[src/rtl/ex_stage.sv]
`default_nettype none
// ============================================================================
// Module      : ex_stage
// Description : RV32I execute stage. Operand forwarding, ALU, branch/jump
//               resolution, EX/MEM pipeline register and a registered
//               one-cycle fetch redirect with wrong-path squash.
// Revision    : 1.0 - initial release
// ============================================================================
module ex_stage #(
    parameter int XLEN = 32
) (
    input  logic            clk,
    input  logic            reset,
    input  logic            id_ex_valid,
    input  logic [XLEN-1:0] id_ex_pc,
    input  logic [XLEN-1:0] id_ex_rs1_val,
    input  logic [XLEN-1:0] id_ex_rs2_val,
    input  logic [XLEN-1:0] id_ex_imm,
    input  logic [4:0]      id_ex_rd,
    input  logic [3:0]      id_ex_alu_op,
    input  logic            id_ex_alu_src,
    input  logic [2:0]      id_ex_br_type,
    input  logic            id_ex_jalr,
    input  logic            id_ex_reg_write,
    input  logic            id_ex_mem_read,
    input  logic            id_ex_mem_write,
    input  logic [1:0]      fwd_a,
    input  logic [1:0]      fwd_b,
    input  logic [XLEN-1:0] mem_fwd_val,
    input  logic [XLEN-1:0] wb_fwd_val,
    input  logic            stall,
    output logic            ex_mem_valid,
    output logic [XLEN-1:0] ex_mem_alu_result,
    output logic [XLEN-1:0] ex_mem_store_data,
    output logic [4:0]      ex_mem_rd,
    output logic            ex_mem_reg_write,
    output logic            ex_mem_mem_read,
    output logic            ex_mem_mem_write,
    output logic            redirect_valid,
    output logic [XLEN-1:0] redirect_pc
);

    localparam logic [3:0] c_OP_ADD  = 4'd0;
    localparam logic [3:0] c_OP_SUB  = 4'd1;
    localparam logic [3:0] c_OP_SLL  = 4'd2;
    localparam logic [3:0] c_OP_SLT  = 4'd3;
    localparam logic [3:0] c_OP_SLTU = 4'd4;
    localparam logic [3:0] c_OP_XOR  = 4'd5;
    localparam logic [3:0] c_OP_SRL  = 4'd6;
    localparam logic [3:0] c_OP_SRA  = 4'd7;
    localparam logic [3:0] c_OP_OR   = 4'd8;
    localparam logic [3:0] c_OP_AND  = 4'd9;
    localparam logic [3:0] c_OP_LUI  = 4'd10;
    localparam logic [3:0] c_OP_AUI  = 4'd11;
    localparam logic [3:0] c_OP_LINK = 4'd12;

    logic [XLEN-1:0] w_op_a;
    logic [XLEN-1:0] w_rs2;
    logic [XLEN-1:0] w_op_b;
    logic [XLEN-1:0] w_alu;
    logic [XLEN-1:0] w_target;
    logic [XLEN-1:0] w_jalr_sum;
    logic            w_taken;
    logic            w_effective;
    logic            w_redirect;
    logic            kill_q;
    logic            kill_d;

    // Forwarding muxes; selects 0 and 3 both take the ID/EX value
    always_comb begin
        w_op_a = id_ex_rs1_val;
        w_rs2  = id_ex_rs2_val;
        case (fwd_a)
            2'd1:    w_op_a = mem_fwd_val;
            2'd2:    w_op_a = wb_fwd_val;
            default: w_op_a = id_ex_rs1_val;
        endcase
        case (fwd_b)
            2'd1:    w_rs2 = mem_fwd_val;
            2'd2:    w_rs2 = wb_fwd_val;
            default: w_rs2 = id_ex_rs2_val;
        endcase
        w_op_b = id_ex_alu_src ? id_ex_imm : w_rs2;
    end

    // ALU; unused opcodes 13-15 yield zero
    always_comb begin
        w_alu = '0;
        case (id_ex_alu_op)
            c_OP_ADD:  w_alu = w_op_a + w_op_b;
            c_OP_SUB:  w_alu = w_op_a - w_op_b;
            c_OP_SLL:  w_alu = w_op_a << w_op_b[4:0];
            c_OP_SLT:  w_alu = {{(XLEN-1){1'b0}}, $signed(w_op_a) < $signed(w_op_b)};
            c_OP_SLTU: w_alu = {{(XLEN-1){1'b0}}, w_op_a < w_op_b};
            c_OP_XOR:  w_alu = w_op_a ^ w_op_b;
            c_OP_SRL:  w_alu = w_op_a >> w_op_b[4:0];
            c_OP_SRA:  w_alu = $unsigned($signed(w_op_a) >>> w_op_b[4:0]);
            c_OP_OR:   w_alu = w_op_a | w_op_b;
            c_OP_AND:  w_alu = w_op_a & w_op_b;
            c_OP_LUI:  w_alu = w_op_b;
            c_OP_AUI:  w_alu = id_ex_pc + w_op_b;
            c_OP_LINK: w_alu = id_ex_pc + 32'd4;
            default:   w_alu = '0;
        endcase
    end

    // Branch condition uses forwarded rs1/rs2 (never the immediate) and target select
    always_comb begin
        w_taken = 1'b0;
        case (id_ex_br_type)
            3'd1:    w_taken = (w_op_a == w_rs2);
            3'd2:    w_taken = (w_op_a != w_rs2);
            3'd3:    w_taken = ($signed(w_op_a) <  $signed(w_rs2));
            3'd4:    w_taken = ($signed(w_op_a) >= $signed(w_rs2));
            3'd5:    w_taken = (w_op_a <  w_rs2);
            3'd6:    w_taken = (w_op_a >= w_rs2);
            3'd7:    w_taken = 1'b1;
            default: w_taken = 1'b0;
        endcase
        w_jalr_sum = w_op_a + id_ex_imm;
        if (id_ex_br_type == 3'd7 && id_ex_jalr) begin
            w_target = {w_jalr_sum[XLEN-1:1], 1'b0};
        end else begin
            w_target = id_ex_pc + id_ex_imm;
        end
    end

    assign w_effective = id_ex_valid && !kill_q;
    assign w_redirect  = w_effective && w_taken;
    // Kill is armed by a captured redirect, cleared by the next consuming edge
    assign kill_d      = stall ? kill_q : w_redirect;

    // EX/MEM pipeline register, redirect pulse and kill flag
    always_ff @(posedge clk or posedge reset) begin
        if (reset) begin
            ex_mem_valid      <= 1'b0;
            ex_mem_alu_result <= '0;
            ex_mem_store_data <= '0;
            ex_mem_rd         <= '0;
            ex_mem_reg_write  <= 1'b0;
            ex_mem_mem_read   <= 1'b0;
            ex_mem_mem_write  <= 1'b0;
            redirect_valid    <= 1'b0;
            redirect_pc       <= '0;
            kill_q            <= 1'b0;
        end else begin
            kill_q <= kill_d;
            if (stall) begin
                redirect_valid <= 1'b0;
            end else begin
                ex_mem_valid      <= w_effective;
                ex_mem_alu_result <= w_alu;
                ex_mem_store_data <= w_rs2;
                ex_mem_rd         <= id_ex_rd;
                ex_mem_reg_write  <= id_ex_reg_write && w_effective;
                ex_mem_mem_read   <= id_ex_mem_read  && w_effective;
                ex_mem_mem_write  <= id_ex_mem_write && w_effective;
                redirect_valid    <= w_redirect;
                if (w_redirect) begin
                    redirect_pc <= w_target;
                end
            end
        end
    end

endmodule
`default_nettype wire

[config.mk]
export PLATFORM = sky130hd
export DESIGN_NAME = ex_stage
export DESIGN_NICKNAME = d
export VERILOG_FILES = /design/src/rtl/ex_stage.sv
export SDC_FILE = /design/constraint.sdc
export NUM_CORES = 1
export LEC_CHECK = 0
export BUFFER_PORTS_ARGS = -buffer_cell sky130_fd_sc_hd__clkbuf_2
export CAP_MARGIN = 20
export CORE_ASPECT_RATIO = 1.5
export CORE_MARGIN = 2
export CORE_UTILIZATION = 54
export CTS_CLUSTER_SIZE = 28
export DETAILED_ROUTE_END_ITERATION = 6
export PLACE_DENSITY = 0.8
export SKIP_LAST_GASP = 1
export SLEW_MARGIN = 20
export SYNTH_ARGS = -nofsm -noshare
export SYNTH_HDL_FRONTEND = slang
export SYNTH_SLANG_ARGS = --single-unit
[constraint.sdc]
create_clock -name clk -period 3.15 [get_ports clk]
set_input_delay 0.315 -clock clk [delete_from_list [all_inputs] [get_ports clk]]
set_output_delay 0.315 -clock clk [all_outputs]
set_load 0.01 [all_outputs]
==> summary.md, run 1 <==
| Metric | Value |
|---|---|
| Register bit total from synthesis | 107 |
| Err | [ERROR GRT-0116] Global routing finished with congestion. Check the congestion regions in the DRC Viewer. |
| GRT Residual Overflow | 165 |
| Post-Synth Adder-Cell Area | 15.0% |
| Yosys top cell by area | ha_1 |
| Row count | 84 |
| Die W | 158 um |
| Placer congestion estimate | 1.35 |
| Multiplexer area fraction after synthesis | 7.44% |
| Root Buffer | clkbuf_16 |
| Seq/Total Area, Yosys | 13.9% |
| First-pass GRT wire length | 209,000 um |
| Htree depth | 3 |
| Initial Util | 54.9% |
| Largest net degree at the start of global routing | 57 |
| Compound-cell area share of the yosys netlist | 34.1% |
| Ys Warns | 0 |
| Largest family of logic cells by synthesized area | compound AO/OA/AOI/OAI gates |
| Netlist cell types | 85 |
| Clk sinks | 107 |
| Fail Step | global routing (5_1_grt) |
| Post-synthesis async set-or-reset flop share | 100% |
| Fraction of the mapped netlist area in simple logic gates | 17.8% |
| Mapped Cells | 2,675 |
| # port buffers | 322 |
| # IOs | 323 |
| Synthesized Nets | 3,122 |
| Post-Synth XOR/XNOR Area | 5.94% |
| Die Y | 236 um |
| EDFF count, synth | 0 |
| Avg Cell Area, Syn | 7.22 um^2 |
| Clk buf depth | 2 |
| Yosys top cell area share | 14.6% |
| Total track usage | 72.8% |
| Placed cell areas | 27,100 um^2 |
| Vias in the first global route | 33,700 |
| DP Worst Slack | -1.72 ns |
| Synthesized cell area | 19,300 um^2 |
| Top_reg_cell synth | dfrtp_1 |
| Top post-synthesis cells by area | ha_1, dfrtp_1, o21ai_0 |
| TritonCTS Buffers | 9 |
| Outcome | did not finish |
| HPWL after detailed placement | 85,200 um |
==> Yosys cell counts (42+ instances only) <==
master / count
nand2_1: 316
o21ai_0: 268
ha_1: 226
nor2_1: 223
a21oi_1: 205
inv_1: 125
mux2i_1: 113
clkbuf_1: 108
dfrtp_1: 107
xnor2_1: 79
a22oi_1: 60
nand3_1: 55
o211ai_1: 53
xor2_1: 52
a21o_1: 51
a211oi_1: 42
==> per-stage QoR <==
stage          utilization [%]  instances
2_1_floorplan                -       2675
3_3_place_gp              77.0       4063
3_5_place_dp              77.0       4063
4_1_cts                   80.8       4125
==> per-layer routing <==
layer,GRT overflow,GRT usage (%)
met5,0,16.6
met1,4,73.2
met2,78,88.3
met3,7,57.8
met4,76,72.8
==> logic make-up after synthesis <==
group           count (synthesis)
mux                           140
fa+ha+maj                     230
simple gates                  773
compound gates               1008
xor+xnor                      131
buf+inv                       286
flops                         107
==> timing repair <==
item | in CTS
pin swaps | 50
gates cloned | 2
endpoints found under the setup margin | 66
setup buffers | 46
hold buffers | 0
gates resized for setup | 158
==> run 2: changes to the inputs <==
- CORE_ASPECT_RATIO: 1.5 -> not set
- CORE_UTILIZATION: 54 -> 40
- CTS_CLUSTER_SIZE: 28 -> not set
- PLACE_DENSITY: 0.8 -> not set
- PLACE_DENSITY_LB_ADDON: not set -> 0.15
- clock period: 3.15 -> 4.1 ns (I/O delays scaled with it)
==> summary.md, run 2 <==
| Metric | Value |
|---|---|
| Root Buffer | clkbuf_16 |
| Biggest regs | ex_mem_alu_result x32, ex_mem_store_data x32, redirect_pc x32 |
| Yosys top cell by area | ha_1 |
| Area grow syn2layout | 39.8% |
| Mapped Cells | 2,675 |
| Vias in the first global route | 25,900 |
| Final ANT Viol Nets | 0 |
| Via count | 26,700 |
| EDFF count, synth | 0 |
| # port buffers | 322 |
| Critical Path End Type | flop |
| Pre-antenna DRT Iters | 7 |
| Clk buf depth | 2 |
| Fill count | 4,672 |
| Core area | 47,700 um^2 |
| Setup violators final | 0 |
| Die W | 224 um |
| # IOs | 323 |
| CP peak stage delay | 0.62 ns |
| Total track usage | 46.5% |
| Via density | 6.48 |
| HPWL after detailed placement | 98,000 um |
| Most common cell in the synthesized netlist | nand2_1 |
| IR drop worst, VDD | 0.381 mV |
| GRT Residual Overflow | 0 |
| Avg Cell Area, Syn | 7.22 um^2 |
| Outcome | complete, but fails checks |
| Row count | 80 |
| Commonest non-fill, non-tap cell in the layout | buf_4 |
| Yosys top cell area share | 14.6% |
| CP arrival | 4.41 ns |
| Cell Pwr Density | 341 nW/um^2 |
| Setup CP Type | in2reg |
| Startpoint Class | input port |
| R2r setup slk | 1.67 ns |
| Fin cells | 4,121 |
| Clock slew at reported path FFs | 0.11 ns |
| First-pass GRT wire length | 171,000 um |
| GRT busiest layer | met2 |
| NumNets Final | 3,946 |
| Compound-cell area share of the yosys netlist | 34.1% |
| Measured slew at the worst slew-check pin | 1.14 ns |
| Seq/Total Area, Yosys | 13.9% |
| Layout cells sized above 1 | 32.3% |
| Post-Synth Adder-Cell Area | 15.0% |
| DRC viols | 1 |
| Htree depth | 3 |
| Placer congestion estimate | 1.08 |
| Final count of hold timing violations | 0 |
| Synth cell count leaders | nand2_1, o21ai_0, ha_1, nor2_1, a21oi_1 |
| Most frequent cell on the critical path | buf_4 |
| Met2 Use GR | 72.2% |
| Util after Layout | 56.6% |
| Worst-skew pair later-pin latency | 0.42 ns |
| Die Y | 224 um |
| Met1 Usage GRT | 58.3% |
| Clk sinks | 107 |
| Initial Util | 40.5% |
| DRT Wirelength | 120,000 um |
| Worst path required time | 4.41 ns |
| Most frequent cells in the layout | buf_4, clkbuf_2, nand2_1, o21ai_0, nor2_1 |
| Largest net degree at the start of global routing | 70 |
| Drt wl/cell | 29.1 um |
| Fin. max-slew vios | 0 |
| TritonCTS Buffers | 9 |
| Multiplexer area fraction after synthesis | 7.44% |
| Final Critical Period | 4.10 ns |
| DRT iter0 DRCs | 3,381 |
| Critical path cell sequence | clkbuf_4, inv_6, ha_4, buf_12, buf_4, a221o_1, o21ai_1, buf_4, o21a_2, ha_1, o21a_1, o31a_1, o211ai_1, a211oi_2, buf_4, a211o_1, xnor2_1, a2111oi_1, buf_4, o21ai_1 |
| Netlist cell types | 85 |
| Top_reg_cell synth | dfrtp_1 |
| CP max stage cell | a2111oi_1 |
| Met3 Use GR | 10.5% |
| Initial antenna violation count | 3 |
| Setup Skew | 0.0196 ns |
| RSZ-0062 raised after global routing | yes |
| Type of the most critical hold path | in2async |
| Ys Warns | 0 |
| Top post-synthesis cells by area | ha_1, dfrtp_1, o21ai_0 |
| CP Max Fanout | 13 |
| CTS tree | built |
| Post-synthesis async set-or-reset flop share | 100% |
| Synthesized cell area | 19,300 um^2 |
| Placed cell count | 4,097 |
| Register bit total from synthesis | 107 |
| Post-Synth XOR/XNOR Area | 5.94% |
| Final worst path period share | 100% |
| Pwr Total | 9.21 mW |
| Synthesized Nets | 3,122 |
| Max transition margin | 23.7% |
| P_leak | 13.0 nW |
| FMAX | 0.244 GHz |
| Largest family of logic cells by synthesized area | compound AO/OA/AOI/OAI gates |
| Die area | 50,100 um^2 |
| Fraction of the mapped netlist area in simple logic gates | 17.8% |
| Failing checks | design-rule violations |
| Max_cap viols | 0 |
[run 2: cells by family (layout without fill, tap and decap cells)]
family | Yosys count | in the layout
other | 0 | 2
muxes | 140 | 140
adders and majority gates | 230 | 230
and+or+nand+nor | 773 | 773
xor gates and xnor gates | 131 | 131
DFF | 107 | 107
AOI/OAI and AO/OA | 1008 | 1008
buffers and inverters | 286 | 1115
[run 2: critical path: cells and delay by family]
| family | cells | cell delay [ns] |
|---|---|---|
| AOI/OAI and AO/OA | 10 | 2.20 |
| buffers and inverters | 7 | 1.06 |
| adders and majority gates | 2 | 0.51 |
| xor gates and xnor gates | 1 | 0.23 |
[run 2: final timing paths]
check / start / end / cells after the start
max: fwd_b[0] / ex_mem_alu_result[15]$_DFFE_PP0N_ / 20
min: reset / ex_mem_store_data[10]$_DFFE_PP0N_ / 2
max reg2reg: kill_q$_DFFE_PP0N_ / redirect_pc[4]$_DFFE_PP0P_ / 6
min reg2reg: ex_mem_store_data[3]$_DFFE_PP0N_ / ex_mem_store_data[3]$_DFFE_PP0N_ / 2
max in group asynchronous: reset / redirect_pc[27]$_DFFE_PP0P_ / 3
min in group clk: id_ex_mem_write / ex_mem_mem_write$_DFFE_PP0N_ / 2
[run 2: cell type report]
class | count | area (um^2) | share of cell area [%]
Tap cell | 615 | 769 | 2.85
Inverter | 130 | 495 | 1.83
Clock buffer | 9 | 225 | 0.834
Multi-Input combinational cell | 2282 | 16100 | 59.4
Sequential cell | 107 | 2680 | 9.91
Timing Repair Buffer | 969 | 6670 | 24.7
Clock inverter | 7 | 116 | 0.431
Antenna cell | 2 | 5.00 | 0.0185
[run 2: metrics by stage]
step | hold WS, ns | TNS (ns) | area [um^2] | worst slack, ns
2_1_floorplan | 0.455 | -1.27 | 19500 | -0.368
3_3_place_gp | 0.466 | -20.66 | 26100 | -1.04
3_5_place_dp | 0.473 | -25.37 | 26100 | -0.802
4_1_cts | 0.159 | -0.0866 | 26600 | -0.0512
5_1_grt | 0.178 | -0.645 | 27000 | -0.117
6_report | 0.125 | 0 | 27000 | 0.000821
[run 2: per-layer routing]
| layer | wire [um] | part of all wire (%) |
|---|---|---|
| met2 | 51600 | 43 |
| met4 | 9550 | 8.0 |
| met1 | 45800 | 38 |
| met5 | 0 | 0 |
| met3 | 12800 | 11 |
[run 2: timing repair]
action                     4_1_cts  5_1_grt
resized for setup               32       93
buffers inserted                 0        6
pin swaps                        6       40
hold buffers                     0        0
setup endpoints to repair       29       52
cloned                           0        2
[run 2: report_power, final]
group / switching [mW] / total (mW) / internal [mW]
Clock: 0.545 / 1.10 / 0.555
Combinational: 3.81 / 6.61 / 2.80
Sequential: 0.185 / 1.50 / 1.31
Total: 4.54 / 9.21 / 4.67
(Power assumes the default switching activity.)
